`src/rtl/mosi_spi_byte_fifo.sv`:
```
// Queue of {D/C, word} entries that feeds the SPI MOSI serializer one word at a time.
// Optional status ports (o_LEVEL, o_OVERFLOW) are present when MOSI_FIFO_STATUS_EN is defined.
module mosi_spi_byte_fifo #(
    parameter int WIDTH = 8,
    parameter int DEPTH = 16,
    localparam int CW = $clog2(DEPTH + 1)
) (
    input  logic             i_SCK,
    input  logic             i_RST,
    input  logic             i_WR_EN,
    input  logic [WIDTH-1:0] i_WR_DATA,
    input  logic             i_WR_DC,
    input  logic             i_FLUSH,
    input  logic             i_MOSI_FINAL_BIT,
    output logic             o_FULL,
    output logic             o_EMPTY,
    output logic [WIDTH-1:0] o_DATA,
    output logic             o_DC,
    output logic             o_START,
    output logic             o_MOSI_FINAL_BYTE
`ifdef MOSI_FIFO_STATUS_EN
    ,
    output logic [CW-1:0]    o_LEVEL,
    output logic             o_OVERFLOW
`endif
);

    localparam int AW = (DEPTH > 1) ? $clog2(DEPTH) : 1;

    typedef enum logic {
        IDLE,
        TRANSMIT
    } state_t;

    state_t state;
    state_t state_next;

    logic [WIDTH:0]    mem [DEPTH];
    logic [AW-1:0]     rd_ptr;
    logic [AW-1:0]     wr_ptr;
    logic [CW-1:0]     count;
    logic              push;
    logic              pop;
    logic              start_next;

    // Status flags come from the registered count only, so a same-edge pop never frees a slot.
    assign o_FULL  = (count == CW'(DEPTH));
    assign o_EMPTY = (count == '0);
    assign push    = i_WR_EN && !o_FULL && !i_FLUSH;

    always_ff @(posedge i_SCK) begin
        if (i_RST) begin
            state <= IDLE;
        end else begin
            // NOTE: registers take non-blocking assignments so every flop samples pre-edge values.
            state <= state_next;
        end
    end

    always_comb begin
        // NOTE: every signal gets a default first so no path through the case infers a latch.
        state_next        = state;
        pop               = 1'b0;
        start_next        = o_START;
        o_MOSI_FINAL_BYTE = 1'b0;
        case (state)
            IDLE: begin
                if (!o_EMPTY && !i_FLUSH) begin
                    pop        = 1'b1;
                    start_next = 1'b1;
                    state_next = TRANSMIT;
                end
            end
            TRANSMIT: begin
                o_MOSI_FINAL_BYTE = o_EMPTY;
                if (i_MOSI_FINAL_BIT) begin
                    if (!o_EMPTY && !i_FLUSH) begin
                        pop = 1'b1;
                    end else begin
                        start_next = 1'b0;
                        state_next = IDLE;
                    end
                end
            end
            default: state_next = IDLE;
        endcase
    end

    // NOTE: the storage array is deliberately not reset; pointers and count alone define validity.
    always_ff @(posedge i_SCK) begin
        if (push) begin
            mem[wr_ptr] <= {i_WR_DC, i_WR_DATA};
        end
    end

    always_ff @(posedge i_SCK) begin
        if (i_RST) begin
            rd_ptr  <= '0;
            wr_ptr  <= '0;
            count   <= '0;
            o_DATA  <= '0;
            o_DC    <= 1'b0;
            o_START <= 1'b0;
        end else begin
            o_START <= start_next;
            if (pop) begin
                {o_DC, o_DATA} <= mem[rd_ptr];
            end
            if (i_FLUSH) begin
                rd_ptr <= wr_ptr;
                count  <= '0;
            end else begin
                if (push) begin
                    wr_ptr <= wr_ptr + 1'b1;
                end
                if (pop) begin
                    rd_ptr <= rd_ptr + 1'b1;
                end
                case ({push, pop})
                    2'b10:   count <= count + 1'b1;
                    2'b01:   count <= count - 1'b1;
                    default: count <= count;
                endcase
            end
        end
    end

`ifdef MOSI_FIFO_STATUS_EN
    assign o_LEVEL = count;

    always_ff @(posedge i_SCK) begin
        if (i_RST || i_FLUSH) begin
            o_OVERFLOW <= 1'b0;
        end else if (i_WR_EN && o_FULL) begin
            o_OVERFLOW <= 1'b1;
        end
    end
`endif

endmodule
```
`config.mk`:
```
export PLATFORM = sky130hd
export DESIGN_NAME = mosi_spi_byte_fifo
export DESIGN_NICKNAME = d
export VERILOG_FILES = /design/src/rtl/mosi_spi_byte_fifo.sv
export SDC_FILE = /design/constraint.sdc
export NUM_CORES = 1
export LEC_CHECK = 0
export CAP_MARGIN = 20
export CORE_AREA = 2 2 117 119
export DETAILED_ROUTE_END_ITERATION = 8
export DIE_AREA = 0 0 119 121
export GPL_TIMING_DRIVEN = 1
export PLACE_DENSITY_LB_ADDON = 0.15
export SETUP_SLACK_MARGIN = 0.05
export SLEW_MARGIN = 25
export SYNTH_ARGS = -nofsm -noshare
export SYNTH_HDL_FRONTEND = slang
export SYNTH_SLANG_ARGS = --single-unit
```
`constraint.sdc`:
```
create_clock -name i_SCK -period 2.93 [get_ports i_SCK]
set_input_delay 0.4395 -clock i_SCK [delete_from_list [all_inputs] [get_ports i_SCK]]
set_output_delay 0.4395 -clock i_SCK [all_outputs]
set_load 0.05 [all_outputs]
```
Word-level counts from Yosys, hierarchy flattened. Memories as Yosys holds them, arrays and structs flattened. A register that Yosys moved wholly into a read port is not among the register bits. Cells that the tools add are included.

Output and inout bits: 13. Word-level logic and storage cells: 45. Memories: 1. Input port bits: 14. Bits in writable memories: 144. Flip-flop bits (word level): 15.

Memory list: mem (depth 16, width 9, rd ports 1, clocked after memory_dff 1, wr ports 1, line 38) `logic [WIDTH:0] mem [DEPTH];`.

Equal/unequal tests: 6. Bitwise logic cells: 2. Reduce and logical (&&, ||, !) cells: 12. Multiplexer cells: 15. $add $sub $neg: 4.

Operators by type and width (number): $pmux W5 S2 (1); $mux W1 (9); $add A4 B1 Y4 const B (2); $mux W4 (2); $ne A2 B2 Y1 const B (3); $pmux W1 S2 (3); $add A5 B1 Y5 const B (1); $eq A5 B5 Y1 const B (1); $logic_not A5 Y1 (1); $sub A5 B1 Y5 const B (1); $reduce_bool A2 Y1 (2); $logic_and A1 B1 Y1 (3); $logic_not A1 Y1 (3); $reduce_and A3 Y1 (1); $eq A2 B1 Y1 const B (1); $eq A2 B2 Y1 const B (1); $not A1 Y1 (2); $reduce_and A2 Y1 (1); $reduce_or A2 Y1 (1).

Longest topological paths before layout.
Depth in word-level cells: 8. Mapped depth: 11. Gate-level depth less buffers: 10.

Least setup slack after synthesis. OpenSTA, ideal clock, no wires.

Kind: reg2reg. Start point: register count[4]. End point: register count[4]. Path slack: 125 ps. Library setup time: 72 ps. Data required time: 2858 ps. Clock period less this slack: 2805 ps. Data arrival time: 2733 ps. Buffers on the path: 2. Stages on the path, launching flop included: 12. Cell sequence: dfxtp_1 > buf_2 > inv_1 > a221oi_2 > buf_4 > ha_1 > xor2_1 > ha_1 > a211o_1 > a211o_1 > a31oi_1 > mux2i_1.

Cells in the longest elaborated chain, start to end: 8. Elaborated cells on any way between the ends: 16. Those cells by class: 2 x add/sub; 3 x eq/ne; 4 x mux; 7 x reduce/logical.

RTL lines: from (decl) (line 41) `logic [CW-1:0] count;`; from (signal assigned) (line 120) `2'b10: count <= count + 1'b1;`; from (signal assigned) (line 121) `2'b01: count <= count - 1'b1;`; from (signal assigned) (line 122) `default: count <= count;`; $logic_not A5 Y1 * (line 48) `assign o_EMPTY = (count == '0);`; $logic_not A1 Y1 * (line 68, 77); $logic_and A1 B1 Y1 * (line 68, 77); $mux W1 * (line 68, 77); $mux W1 (line 76) `if (i_MOSI_FINAL_BIT) begin`; $pmux W1 S2 * (line 66) `case (state)`; named net pop (line 43) `logic pop;`; $eq A2 B1 Y1 or $eq A2 B2 Y1 (tied branches) (line 119) `case ({push, pop})`; $pmux W5 S2 or $reduce_bool A2 Y1 (tied branches).

Mark *: on every way through the listed nets, which the timed path passes. The rest lies on a longest branch. A chain may end at the register's enable or synchronous reset.

Worst setup path in the final report.
Start point: register count[1]. End point: output port o_MOSI_FINAL_BYTE.

Cells in the longest elaborated chain, start to end: 2.

RTL lines: $logic_not A5 Y1 (line 48); $mux W1 (line 66); to (decl) (line 20) `output logic o_MOSI_FINAL_BYTE`.

No other way between the ends.

==> impl_metrics.env <==
export IMPL_result_of_the_run="finished, final reports clean"
export IMPL_detailroute_via_count=3728
export IMPL_max_clock_path_buffers=2
export IMPL_end_kind="output pin"
export IMPL_placed_cells_incl_taps=622
export IMPL_crit_path_start="count[1]"
export IMPL_max_cap_violations=0
export IMPL_worstPathRequired_ns=2.49
export IMPL_cts_buffers=17
export IMPL_global_route_total_overflow=0
export IMPL_initial_utilization_pct=53.04
export IMPL_timing_critical_path_buf_inv=1
export IMPL_placementRows=42
export IMPL_final_antenna_net_count=0
export IMPL_synth_avg_cell_area_um2=16.60
export IMPL_antennaDiodeCount=0
export IMPL_coreArea_mm2=0.01309
export IMPL_critical_path_startpoint_type="register"
export IMPL_drt_iter0_markers=289
export IMPL_critical_path_reg2reg_endpoint="count[4]"
export IMPL_crit_path_max_incr_delay_ns=0.79
export IMPL_filler_cell_count=934
export IMPL_synth_fp_nets=441
export IMPL_grt_pass1_vias=3789
export IMPL_die_area_mm2=0.01440
export IMPL_r2r_setup_slack_ns=0.32
export IMPL_clock_skew_ns=0.006302
export IMPL_synth_edff_count=144
export IMPL_crit_cells=3
export IMPL_post_synth_num_cell_types=50
export IMPL_worst_skew_pair_late_latency_ns=0.43
export IMPL_drt_first_pass_iters=5
export IMPL_yosys_most_used_dff="edfxtp_1"
export IMPL_p_per_area_mw_per_mm2=644.0
export IMPL_reg2regPathDepth=9
export IMPL_type_of_the_setup_path_with_the_least_slack="register to output pin"
export IMPL_ctsRootBufferMaster="clkbuf_16"
export IMPL_syn_area_mm2=0.006940
export IMPL_crit_path_end="o_MOSI_FINAL_BYTE"
export IMPL_avgViaCountPerCell=5.709
export IMPL_yosys_warnings=0
export IMPL_finish_stage_setup_viols=0
export IMPL_die_h_um=121
export IMPL_dieWidth_um=119
export IMPL_total_power_mw=5.195
export IMPL_final_hold_viol_count=0
export IMPL_synth_yosys_seq_area_share_pct=69.23
export IMPL_cp_max_fo=9
export IMPL_first_pass_grt_wire_length_um=21280
export IMPL_hold_class="register to register"
export IMPL_setup_repair_after_global_routing_missed_its_margin="no"
export IMPL_final_layout_net_count=488
export IMPL_final_cells=653
export IMPL_avgRoutedWirePerCell_um=20.92
export IMPL_min_period_ns=2.735
export IMPL_gp_routability_congestion=0.8036
export IMPL_worstPathArrival_ns=2.30
export IMPL_vdd_ir_drop_worst_mv=0.4045
export IMPL_critPathTopFamily="buffers and inverters"
export IMPL_htreeDepth=4
export IMPL_drc_errors=0
export IMPL_asyncSetResetFlopFracSynth_pct=0
export IMPL_track_usage_pct=20.44
export IMPL_min_delay_start="o_DATA[3]"
export IMPL_layout_worst_path_cycle_share_pct=93.35
export IMPL_number_of_i_o_port_buffers=26
export IMPL_fin_setup_tns_ns=0
export IMPL_regToRegStartpoint="count[1]"
export IMPL_worst_path_max_delay_cell="clkdlybuf4s50_1"
export IMPL_post_synth_inst_count=418
export IMPL_worst_slew_pin_transition_ns=0.7142
export IMPL_area_growth_synth_to_final_pct=16.24
export IMPL_fin_util_pct=61.66
export IMPL_post_route_cells_drive_above_1_share_pct=17.40
export IMPL_detail_route_wirelength_um=13660
export IMPL_maxSlewHeadroom_pct=52.32
export IMPL_cts_tree="yes"
export IMPL_io_pin_count=27
export IMPL_hpwlAfterDp_um=8647
export IMPL_clk_pin_slew_ns=0.06
export IMPL_timing_max_transition_violations_final=0
export IMPL_fmaxAchievable_mhz=365.6
export IMPL_tritoncts_num_sinks=168
export IMPL_grt_antenna_before_repair=0
export IMPL_worstPathCellList="nor4_4 > and3_1 > clkdlybuf4s50_1"
export IMPL_ys_ff_latch=168
export IMPL_p_leak_nw=2.633
export IMPL_largest_net_degree_at_the_start_of_global_routing=52
worst reg2reg max path: stages, from the launching register on:
cell and delay [ns]:
dfxtp_1 0.41, nor4_4 0.46, a221oi_2 0.12, ha_1 0.25, xor2_1 0.15, ha_1 0.22, a211o_1 0.28, a211o_1 0.30
a31oi_1 0.18, mux2i_1 0.19
report_power, final:
group	switching [mW]	leakage (nW)	total, mW	internal (mW)
clock	0.881	0.280	2.20	1.32
sequential	0.0235	1.49	2.64	2.62
combinational	0.198	0.860	0.347	0.149
registers in the layout (all words and copies together), names as in the netlist:
register / count
state: 1
o_START: 1
mem: 144
rd_ptr: 4
count: 5
o_DATA: 8
wr_ptr: 4
o_DC: 1
worst min path at each step:
stage | to | slack (ns) | cells after the start
2_1_floorplan | o_START | 0.51 | 1
3_3_place_gp | o_START | 0.49 | 2
3_5_place_dp | o_DATA[2] | 0.50 | 2
4_1_cts | o_DATA[2] | 0.51 | 2
5_1_grt | o_DATA[2] | 0.54 | 2
6_report | o_DATA[3] | 0.51 | 2
cell usage after synthesis (4+ instances only):
cell type  number  share of area (%)
edfxtp_1      144                 62
mux2i_1        34                4.9
nor2_1         31                1.7
dfxtp_1        24                6.9
nand2_1        18               0.97
mux4_2         16                5.2
a21oi_1         9               0.65
a311oi_1        9                1.1
ha_1            9                1.6
inv_1           9               0.49
o22ai_1         9               0.81
nand3_1         8               0.58
buf_4           7               0.76
clkbuf_1        7               0.38
mux4_1          7                2.7
xnor2_1         7               0.88
a211oi_1        6               0.65
buf_2           6               0.43
a2bb2oi_1       5               0.63
nor3_1          4               0.29
o21a_1          4               0.43
or2_1           4               0.36
routing by layer:
metal	GRT usage (%)	vias up	share of wire [%]
met5	0	-	0
met4	8.333	0	1.4
met3	4.746	15	6.0
met2	34.05	97	51
met1	26.06	1880	42
li1	-	1736	-
cells in the final DEF, fill, tap and decap left out, types with 4 or more instances in the layout:
cell / count
inv_1: 9
a211oi_1: 6
nand3_1: 8
clkbuf_16: 17
xnor2_1: 7
dfxtp_1: 23
mux4_1: 7
ha_1: 9
a21oi_1: 9
mux4_2: 16
clkdlybuf4s50_1: 24
or2_1: 4
a2bb2oi_1: 5
nor2_1: 31
edfxtp_1: 144
mux2i_1: 34
a311oi_1: 9
o21a_1: 4
clkinv_2: 4
nor3_1: 4
buf_4: 24
o22ai_1: 9
nand2_1: 18
kinds of logic after synthesis:
| kind of cell | synth area share, % |
|---|---|
| buffers and inverters | 2.542 |
| flip-flops | 69.23 |
| XOR/XNOR | 1.136 |
| adder cells (fa/ha/maj) | 1.623 |
| AND/OR/NAND/NOR | 6.165 |
| AO/OA/AOI/OAI | 6.400 |
| multiplexers | 12.91 |
repair_timing:
item / CTS / global route
resized for setup: 0 / 2
endpoints found under the setup margin: 0 / 2
hold buffers: 0 / 0
buffers inserted: 0 / 0
hold endpoints to repair: 0 / 0
cell type report:
cell class | instances | area (um2) | area share (%)
Sequential cell | 168 | 4806 | 59.57
Tap cell | 176 | 220.2 | 2.730
Inverter | 9 | 33.78 | 0.4187
Multi-Input combinational cell | 218 | 1959 | 24.29
Timing Repair Buffer | 51 | 465.4 | 5.769
Clock buffer | 17 | 425.4 | 5.273
Clock inverter | 14 | 157.7 | 1.954
through the flow:
| step | hold WS, ns | worst slack [ns] | cell area (um2) |
|---|---|---|---|
| global route | 0.5445 | 0.1303 | 8068 |
| CTS | 0.5120 | 0.06465 | 8063 |
| finish | 0.5087 | 0.1950 | 8068 |
| global placement | 0.4900 | 0.1179 | 7480 |
| detailed placement | 0.5034 | 0.04852 | 7480 |
| floorplan | 0.5050 | 0.1252 | 6940 |
(Power assumes the default switching activity.)
